$ cat src/rtl/ex_issue_buffer_pkg.sv
// Common types for the execute-stage issue path.
// control_type      : decoded control bundle; all-zero encodes a NOP.
// ex_operands_type  : one complete execute-stage operand bundle (head/skid entry).
// count_type        : issue buffer occupancy.
package ex_issue_buffer_pkg;

   localparam int EX_DATA_W      = 32;
   localparam int EX_ISSUE_DEPTH = 2;

   typedef struct packed {
      logic [3:0] alu_op;
      logic [2:0] funct3;
      logic       alu_src;
      logic       mem_read;
      logic       mem_write;
      logic       reg_write;
      logic       branch;
      logic       jump;
   } control_type;

   typedef struct packed {
      logic [EX_DATA_W-1:0] data1;
      logic [EX_DATA_W-1:0] data2;
      logic [EX_DATA_W-1:0] immediate_data;
      control_type          control;
      logic                 compflg;
      logic [EX_DATA_W-1:0] program_counter;
   } ex_operands_type;

   typedef enum logic [$clog2(EX_ISSUE_DEPTH+1)-1:0] {
      CNT_EMPTY = 0,
      CNT_ONE   = 1,
      CNT_FULL  = 2
   } count_type;

endpackage

$ cat src/rtl/ex_issue_buffer.sv
// Two-entry skid buffer between decode and execute.
//
// state     | meaning
// ----------+------------------------------------------------
// CNT_EMPTY | nothing held, ex_* all zero, out_valid=0
// CNT_ONE   | head holds the oldest bundle, skid empty
// CNT_FULL  | head and skid both hold bundles, in_ready=0
//
// Ports:
//   clk, rst                 clock, synchronous active-high reset
//   flush                    drop every held bundle (branch/jump redirect)
//   in_valid/in_ready        decode-side handshake
//   in_*                     incoming operand bundle
//   out_valid/out_ready      execute-side handshake
//   ex_*                     head bundle operands (all zero while empty)
//   bubble_count             saturating count of cycles execute was starved
module ex_issue_buffer
   import ex_issue_buffer_pkg::*;
#(
   parameter int DATA_W = EX_DATA_W,
   parameter int CNT_W  = 16
) (
   input  logic              clk,
   input  logic              rst,
   input  logic              flush,
   input  logic              in_valid,
   output logic              in_ready,
   input  logic [DATA_W-1:0] in_data1,
   input  logic [DATA_W-1:0] in_data2,
   input  logic [DATA_W-1:0] in_immediate_data,
   input  control_type       in_control,
   input  logic              in_compflg,
   input  logic [DATA_W-1:0] in_program_counter,
   output logic              out_valid,
   input  logic              out_ready,
   output logic [DATA_W-1:0] ex_data1,
   output logic [DATA_W-1:0] ex_data2,
   output logic [DATA_W-1:0] ex_immediate_data,
   output control_type       ex_control,
   output logic              ex_compflg,
   output logic [DATA_W-1:0] ex_program_counter,
   output logic [CNT_W-1:0]  bubble_count
);

   count_type        count_q, count_d;
   ex_operands_type  head_q, head_d;
   ex_operands_type  skid_q, skid_d;
   ex_operands_type  in_bundle;
   logic [CNT_W-1:0] bubble_q, bubble_d;
   logic             push;
   logic             pop;

   assign in_bundle.data1           = in_data1;
   assign in_bundle.data2           = in_data2;
   assign in_bundle.immediate_data  = in_immediate_data;
   assign in_bundle.control         = in_control;
   assign in_bundle.compflg         = in_compflg;
   assign in_bundle.program_counter = in_program_counter;

   assign push = in_valid && in_ready;
   assign pop  = out_valid && out_ready;

   always_ff @(posedge clk) begin
      if (rst) begin
         count_q  <= CNT_EMPTY;
         head_q   <= '0;
         skid_q   <= '0;
         bubble_q <= '0;
      end else begin
         count_q  <= count_d;
         head_q   <= head_d;
         skid_q   <= skid_d;
         bubble_q <= bubble_d;
      end
   end

   // Vacated entries are zeroed so ex_* reads as a NOP whenever out_valid=0.
   always_comb begin
      count_d = count_q;
      head_d  = head_q;
      skid_d  = skid_q;
      if (flush) begin
         count_d = CNT_EMPTY;
         head_d  = '0;
         skid_d  = '0;
      end else begin
         case (count_q)
            CNT_EMPTY: begin
               if (push) begin
                  head_d  = in_bundle;
                  count_d = CNT_ONE;
               end
            end
            CNT_ONE: begin
               case ({push, pop})
                  2'b10: begin
                     skid_d  = in_bundle;
                     count_d = CNT_FULL;
                  end
                  2'b01: begin
                     head_d  = '0;
                     count_d = CNT_EMPTY;
                  end
                  2'b11: head_d = in_bundle;
                  default: ;
               endcase
            end
            CNT_FULL: begin
               if (pop) begin
                  head_d  = skid_q;
                  skid_d  = '0;
                  count_d = CNT_ONE;
               end
            end
            default: begin
               count_d = CNT_EMPTY;
               head_d  = '0;
               skid_d  = '0;
            end
         endcase
      end
   end

   always_comb begin
      bubble_d = bubble_q;
      if (out_ready && !out_valid && !flush && (bubble_q != '1)) begin
         bubble_d = bubble_q + 1'b1;
      end
   end

   // in_ready never looks at out_ready, so no combinational path runs from
   // execute back into decode.
   always_comb begin
      in_ready           = (count_q != CNT_FULL) && !flush;
      out_valid          = (count_q != CNT_EMPTY);
      ex_data1           = head_q.data1;
      ex_data2           = head_q.data2;
      ex_immediate_data  = head_q.immediate_data;
      ex_control         = head_q.control;
      ex_compflg         = head_q.compflg;
      ex_program_counter = head_q.program_counter;
      bubble_count       = bubble_q;
   end

endmodule
$ cat config.mk
export PLATFORM = sky130hd
export DESIGN_NAME = ex_issue_buffer
export DESIGN_NICKNAME = d
export VERILOG_FILES = /design/src/rtl/ex_issue_buffer_pkg.sv /design/src/rtl/ex_issue_buffer.sv
export SDC_FILE = /design/constraint.sdc
export NUM_CORES = 1
export LEC_CHECK = 0
export CAP_MARGIN = 20
export CORE_MARGIN = 5
export CORE_UTILIZATION = 30
export CTS_CLUSTER_DIAMETER = 100
export DETAILED_ROUTE_END_ITERATION = 8
export SETUP_SLACK_MARGIN = 0.05
export SKIP_CTS_REPAIR_TIMING = 1
export SYNTH_ARGS = -nofsm -noshare
export SYNTH_HDL_FRONTEND = slang
export SYNTH_SLANG_ARGS = --single-unit
export TNS_END_PERCENT = 30
$ cat constraint.sdc
create_clock -name clk -period 2.2 [get_ports clk]
set_input_delay 0.22 -clock clk [delete_from_list [all_inputs] [get_ports clk]]
set_output_delay 0.22 -clock clk [all_outputs]
set_load 0.1 [all_outputs]
## Word-level counts from Yosys, hierarchy flattened

Index checks and enable logic that the tools add are counted.

| word-level totals | value |
|---|---|
| output and inout port bits | 160 |
| bits in registers | 302 |
| input bits | 147 |
| word-level logic and storage cells | 67 |

| cells by class | value |
|---|---|
| add/sub/neg operators | 1 |
| equal/unequal tests | 12 |
| bitwise operators | 1 |
| reductions and logical operators | 14 |
| muxes and demuxes | 11 |

Operators with widths:

| cell | count |
|---|---|
| $pmux W142 S3 | 2 |
| $mux W142 | 4 |
| $pmux W142 S2 | 1 |
| $add A16 B1 Y16 const B | 1 |
| $ne A16 B16 Y1 const B | 1 |
| $reduce_and A3 Y1 | 3 |
| $ne A2 B2 Y1 const B | 4 |
| $eq A2 B2 Y1 const B | 3 |
| $logic_and A1 B1 Y1 | 6 |
| $pmux W2 S3 | 1 |
| $eq A2 B1 Y1 const B | 2 |
| $mux W2 | 2 |
| $pmux W2 S2 | 1 |
| $ne A3 B1 Y1 const B | 1 |
| $ne A3 B2 Y1 const B | 1 |
| $logic_not A1 Y1 | 2 |
| $logic_not A2 Y1 | 1 |
| $reduce_bool A2 Y1 | 1 |
| $reduce_or A2 Y1 | 1 |
| $not A1 Y1 | 1 |

## Logic depth before layout (Yosys ltp)

| logic depth | value |
|---|---|
| depth in word-level cells | 6 |
| mapped depth | 8 |
| mapped depth without buffers | 5 |

## Worst setup path before layout

Ideal clock, no wire load.

| path | value |
|---|---|
| path type | flip-flop to flip-flop |
| start | register bubble_q[1] (netlist: bubble_count[1]) |
| end | register bubble_q[6] (netlist: bubble_count[6]) |
| setup time | 0.070 ns |
| period minus slack after synthesis | 2.515 ns |
| path buffers | 1 |
| slack | -0.315 ns |
| stages on the path, launching flop included | 7 |
| data arrival time | 2.445 ns |
| path through | dfxtp_1 > ha_1 > nand4_1 > o41ai_1 > clkbuf_1 > o21ai_0 > a21oi_1 |

| on the way | value |
|---|---|
| word-level cells in the longest chain between the ends | 2 |
| elaborated cells on any way between the ends | 3 |
| those cells by class | 1 x add/sub; 1 x eq/ne; 1 x reduce/logical |

Ends and longest elaborated chain:

| what | line | RTL |
|---|---|---|
| from (decl) | ex_issue_buffer.sv:49 | `logic [CNT_W-1:0] bubble_q, bubble_d;` |
| from (signal assigned) | ex_issue_buffer.sv:73 | `bubble_q <= bubble_d;` |
| parallel branches: the longest is 2 deep, another holds $add A16 B1 Y16 | -- |  |

Several ways; the timed one is not identified.
A chain may end at the register's enable or synchronous reset.

## Worst setup path after layout

| path | value |
|---|---|
| start | register bubble_q[0] (netlist: bubble_count[0]) |
| end | register bubble_q[15] (netlist: bubble_count[15]) |

The elaborated chain is that of the path after synthesis.

==> flow_metrics.py <==
metrics = {
    "status": {
        "outcome": "finished clean",
    },
    "detailed_routing": {
        "drc": 0,
        "num_vias": 10400,
        "drt_iter0_drc": 570,
        "dr_wl_met3_mm": 2.70,
        "routed_wl_mm": 37.8,
        "met2_length_mm": 16.8,
        "vias_per_cell": 4.91,
        "routed.top_layer": "met5",
        "final_antenna_net_count": 0,
        "drt-met1-wl_mm": 17.5,
        "wire_per_inst_um": 17.8,
        "firstDrtPassIters": 4,
    },
    "worst_setup_path": {
        "crit_path_end_kind": "flip-flop",
        "startpoint_type": "flip-flop",
        "crit_required_ps": 2660,
        "crit_type": "flip-flop to flip-flop",
        "arrival_ps": 2460,
        "cp_max_fo": 12,
    },
    "timing": {
        "worst_pin_slew_ps": 766,
        "rsz0062_at_grt": "yes",
        "finalClockSkew_ps": 19.8,
        "max_freq_ghz": 0.500,
        "finalSetupViolCount": 0,
        "drv_slew": 0,
        "whs_ps": 380,
        "period_needed_ps": 2000,
        "fin_crit_sh_pct": 90.9,
        "hold_viol": 0,
        "fin_setup_tns_ps": 0,
        "layout_setup_ws_ps": 201,
        "relSlewSlack_pct": 48.9,
    },
    "finish": {
        "areaGrowthSynthToFinish_pct": 37.1,
        "drive_above_1_share_pct": 18.1,
        "fillerInstances": 4024,
        "instances_no_fill": 2121,
        "nets": 1713,
    },
    "clock_tree": {
        "numCtsBuffers": 36,
        "path_clk_slew_ps": 60,
        "clock-sinks": 302,
        "cts_tree": "done",
        "clk_latency_ps": 540,
        "cts_htree_levels": 2,
        "cts_root_buffer": "clkbuf_16",
        "cts_buffer_depth": 3,
    },
    "yosys": {
        "ys_types": 43,
        "synth_top_area_share_pct": 48.5,
        "syn_inst": 1287,
        "synth_top_cell_by_area": "dfxtp_1",
        "synth_compound_area_share_pct": 20.9,
        "synth_seq_cells": 302,
        "synth_top_family_by_area": "compound AO/OA/AOI/OAI gates",
        "synth_xor_area_share_pct": 0,
        "synthMuxAreaShare_pct": 11.7,
        "synthArstFlopShare_pct": 0,
        "synth_edf_count": 0,
        "yosysSeqAreaShare_pct": 48.5,
        "synth-adder-area-share_pct": 0.100,
        "syn_nets": 1435,
        "synth_simple_gate_area_share_pct": 14.4,
        "synth.avg_cell_area_um2": 9.69,
        "netlist_top_cells_area": "dfxtp_1, mux2i_1, and2_1",
        "synth_top_flop_cell": "dfxtp_1",
        "synth_area_mm2": 0.0125,
        "synth-warning-count": 0,
    },
    "floorplan": {
        "die-area_mm2": 0.0458,
        "io-pin-count": 307,
        "fp-row-count": 74,
        "start_util_pct": 30.4,
        "core_mm2": 0.0410,
        "die_w_um": 214,
        "die_height_um": 214,
    },
    "global_route": {
        "antenna_found_initial": 2,
        "grt_pass1_vias": 10400,
        "track_usage_pct": 15.8,
        "grt_pass1_wl_mm": 59.7,
        "grt_start_max_net_pins": 120,
        "grt_overflow_total": 0,
    },
    "pwr": {
        "switching_share_pct": 28.1,
        "p_clk_share_pct": 42.1,
        "power.density_mw_per_mm2": 778,
        "power_switching_mw": 3.75,
        "combPwrFrac_pct": 15.4,
        "peakVddDrop_mv": 0.574,
        "p_total_mw": 13.3,
        "intPower_mw": 9.57,
        "leakage_nw": 7.17,
        "seq_power_share_pct": 42.5,
    },
    "placement": {
        "port_buffers": 306,
        "dp.cells": 2059,
        "gp_congestion": 0.751,
        "hpwlAfterDp_mm": 25.2,
        "post-place-ws_ps": -16.2,
    },
    "hold_path": {
        "hp-class": "input pin to flip-flop",
    },
    "flow_run": {
        "maxCapViolations": 0,
    },
}
[cell usage after synthesis, drive strengths merged (3+ instances only)]
cell	instances
a21o	81
or2	3
nor2b	5
nor3	3
dfxtp	302
buf	54
nor2	148
a21oi	75
or3	4
a22o	81
nor4b	3
mux2i	145
o31ai	7
a22oi	61
nand2	5
and3	3
nand3	5
nand4	6
or4	7
inv	4
o21ai	67
clkbuf	60
and2	143
[area by class of cell]
class	count	area [µm²]	area share (%)
clock inverters	7	45.0	0.263
multi-input cells	867	5950	34.8
diodes	2	5.00	0.0293
inverters	4	15.0	0.0878
clock buffers	53	1050	6.11
well taps	532	666	3.89
flip-flops and latches	302	6060	35.4
repair buffers	354	3320	19.4
[registers in the layout (all words and copies together) (netlist names)]
name / flops
ex_data2: 32
ex_immediate_data: 32
ex_control: 13
ex_compflg: 1
ex_program_counter: 32
ex_data1: 32
skid_q: 142
count_q: 2
bubble_count: 16
[through the flow]
stage	area, µm²	util (%)
after detailed placement	16000	39.0
after floorplan	12500	-
after CTS	17100	41.7
final	17100	41.7
after global placement	16000	39.0
after global routing	17100	41.7
[critical path, stage by stage (launching register included)]
cell and delay (ps):
dfxtp_2 360, ha_1 250, nand4_1 170, o2111ai_1 380, or4_1 620, a21oi_1 140
[layout by cell type, fill, tap and decap left out, types with 3 or more instances in the layout]
cell type,count
nand3_1,4
buf_12,24
or3_1,4
o31ai_1,7
clkdlybuf4s50_1,146
a22oi_1,61
nor2b_1,3
a22o_1,81
clkbuf_1,10
or4_1,7
clkbuf_8,6
mux2i_1,145
o21ai_0,66
clkbuf_16,37
buf_4,184
and2_1,143
nor3_1,3
a21oi_1,74
a21o_1,81
dfxtp_2,14
nand2_1,5
nor2_1,146
nand4_1,6
clkinv_2,4
dfxtp_1,288
inv_1,4
[kinds of logic (layout without fill, tap and decap cells)]
kind of cell	count (synthesis)	after routing
other	0	2
adder cells (fa/ha/maj)	1	1
flip-flops	302	302
multiplexers	146	146
AND/OR/NAND/NOR	342	342
AO/OA/AOI/OAI	378	378
buffers and inverters	118	418
[path summary, 6_finish.rpt]
| path | start | slack (ps) | cells past startpoint | endpoint |
|---|---|---|---|---|
| setup / recovery | bubble_count[0] | 200 | 5 | bubble_count[15] |
| hold reg to reg | ex_control[0] | 450 | 1 | ex_control[0] |
| hold / removal | in_data2[9] | 380 | 3 | ex_data2[9] |
| setup reg to reg | bubble_count[0] | 200 | 5 | bubble_count[15] |
[power by group through the flow]
| stage | Sequential (mW) | Combinational [mW] | Clock, mW |
|---|---|---|---|
| global placement | 5.78 | 2.06 | 0 |
| floorplan | 6.53 | 0.561 | 0 |
| detailed placement | 5.78 | 2.07 | 0 |
| CTS | 5.66 | 2.07 | 5.80 |
| global route | 5.67 | 2.16 | 6.03 |
| finish | 5.66 | 2.05 | 5.60 |
[metal layers]
metal  vias up  GRT usage [%]
li1       5109              -
met1      4922           21.3
met2       332           24.8
met3        51           4.40
met4         2           4.90
met5         -              0
(Power assumes the default switching activity.)
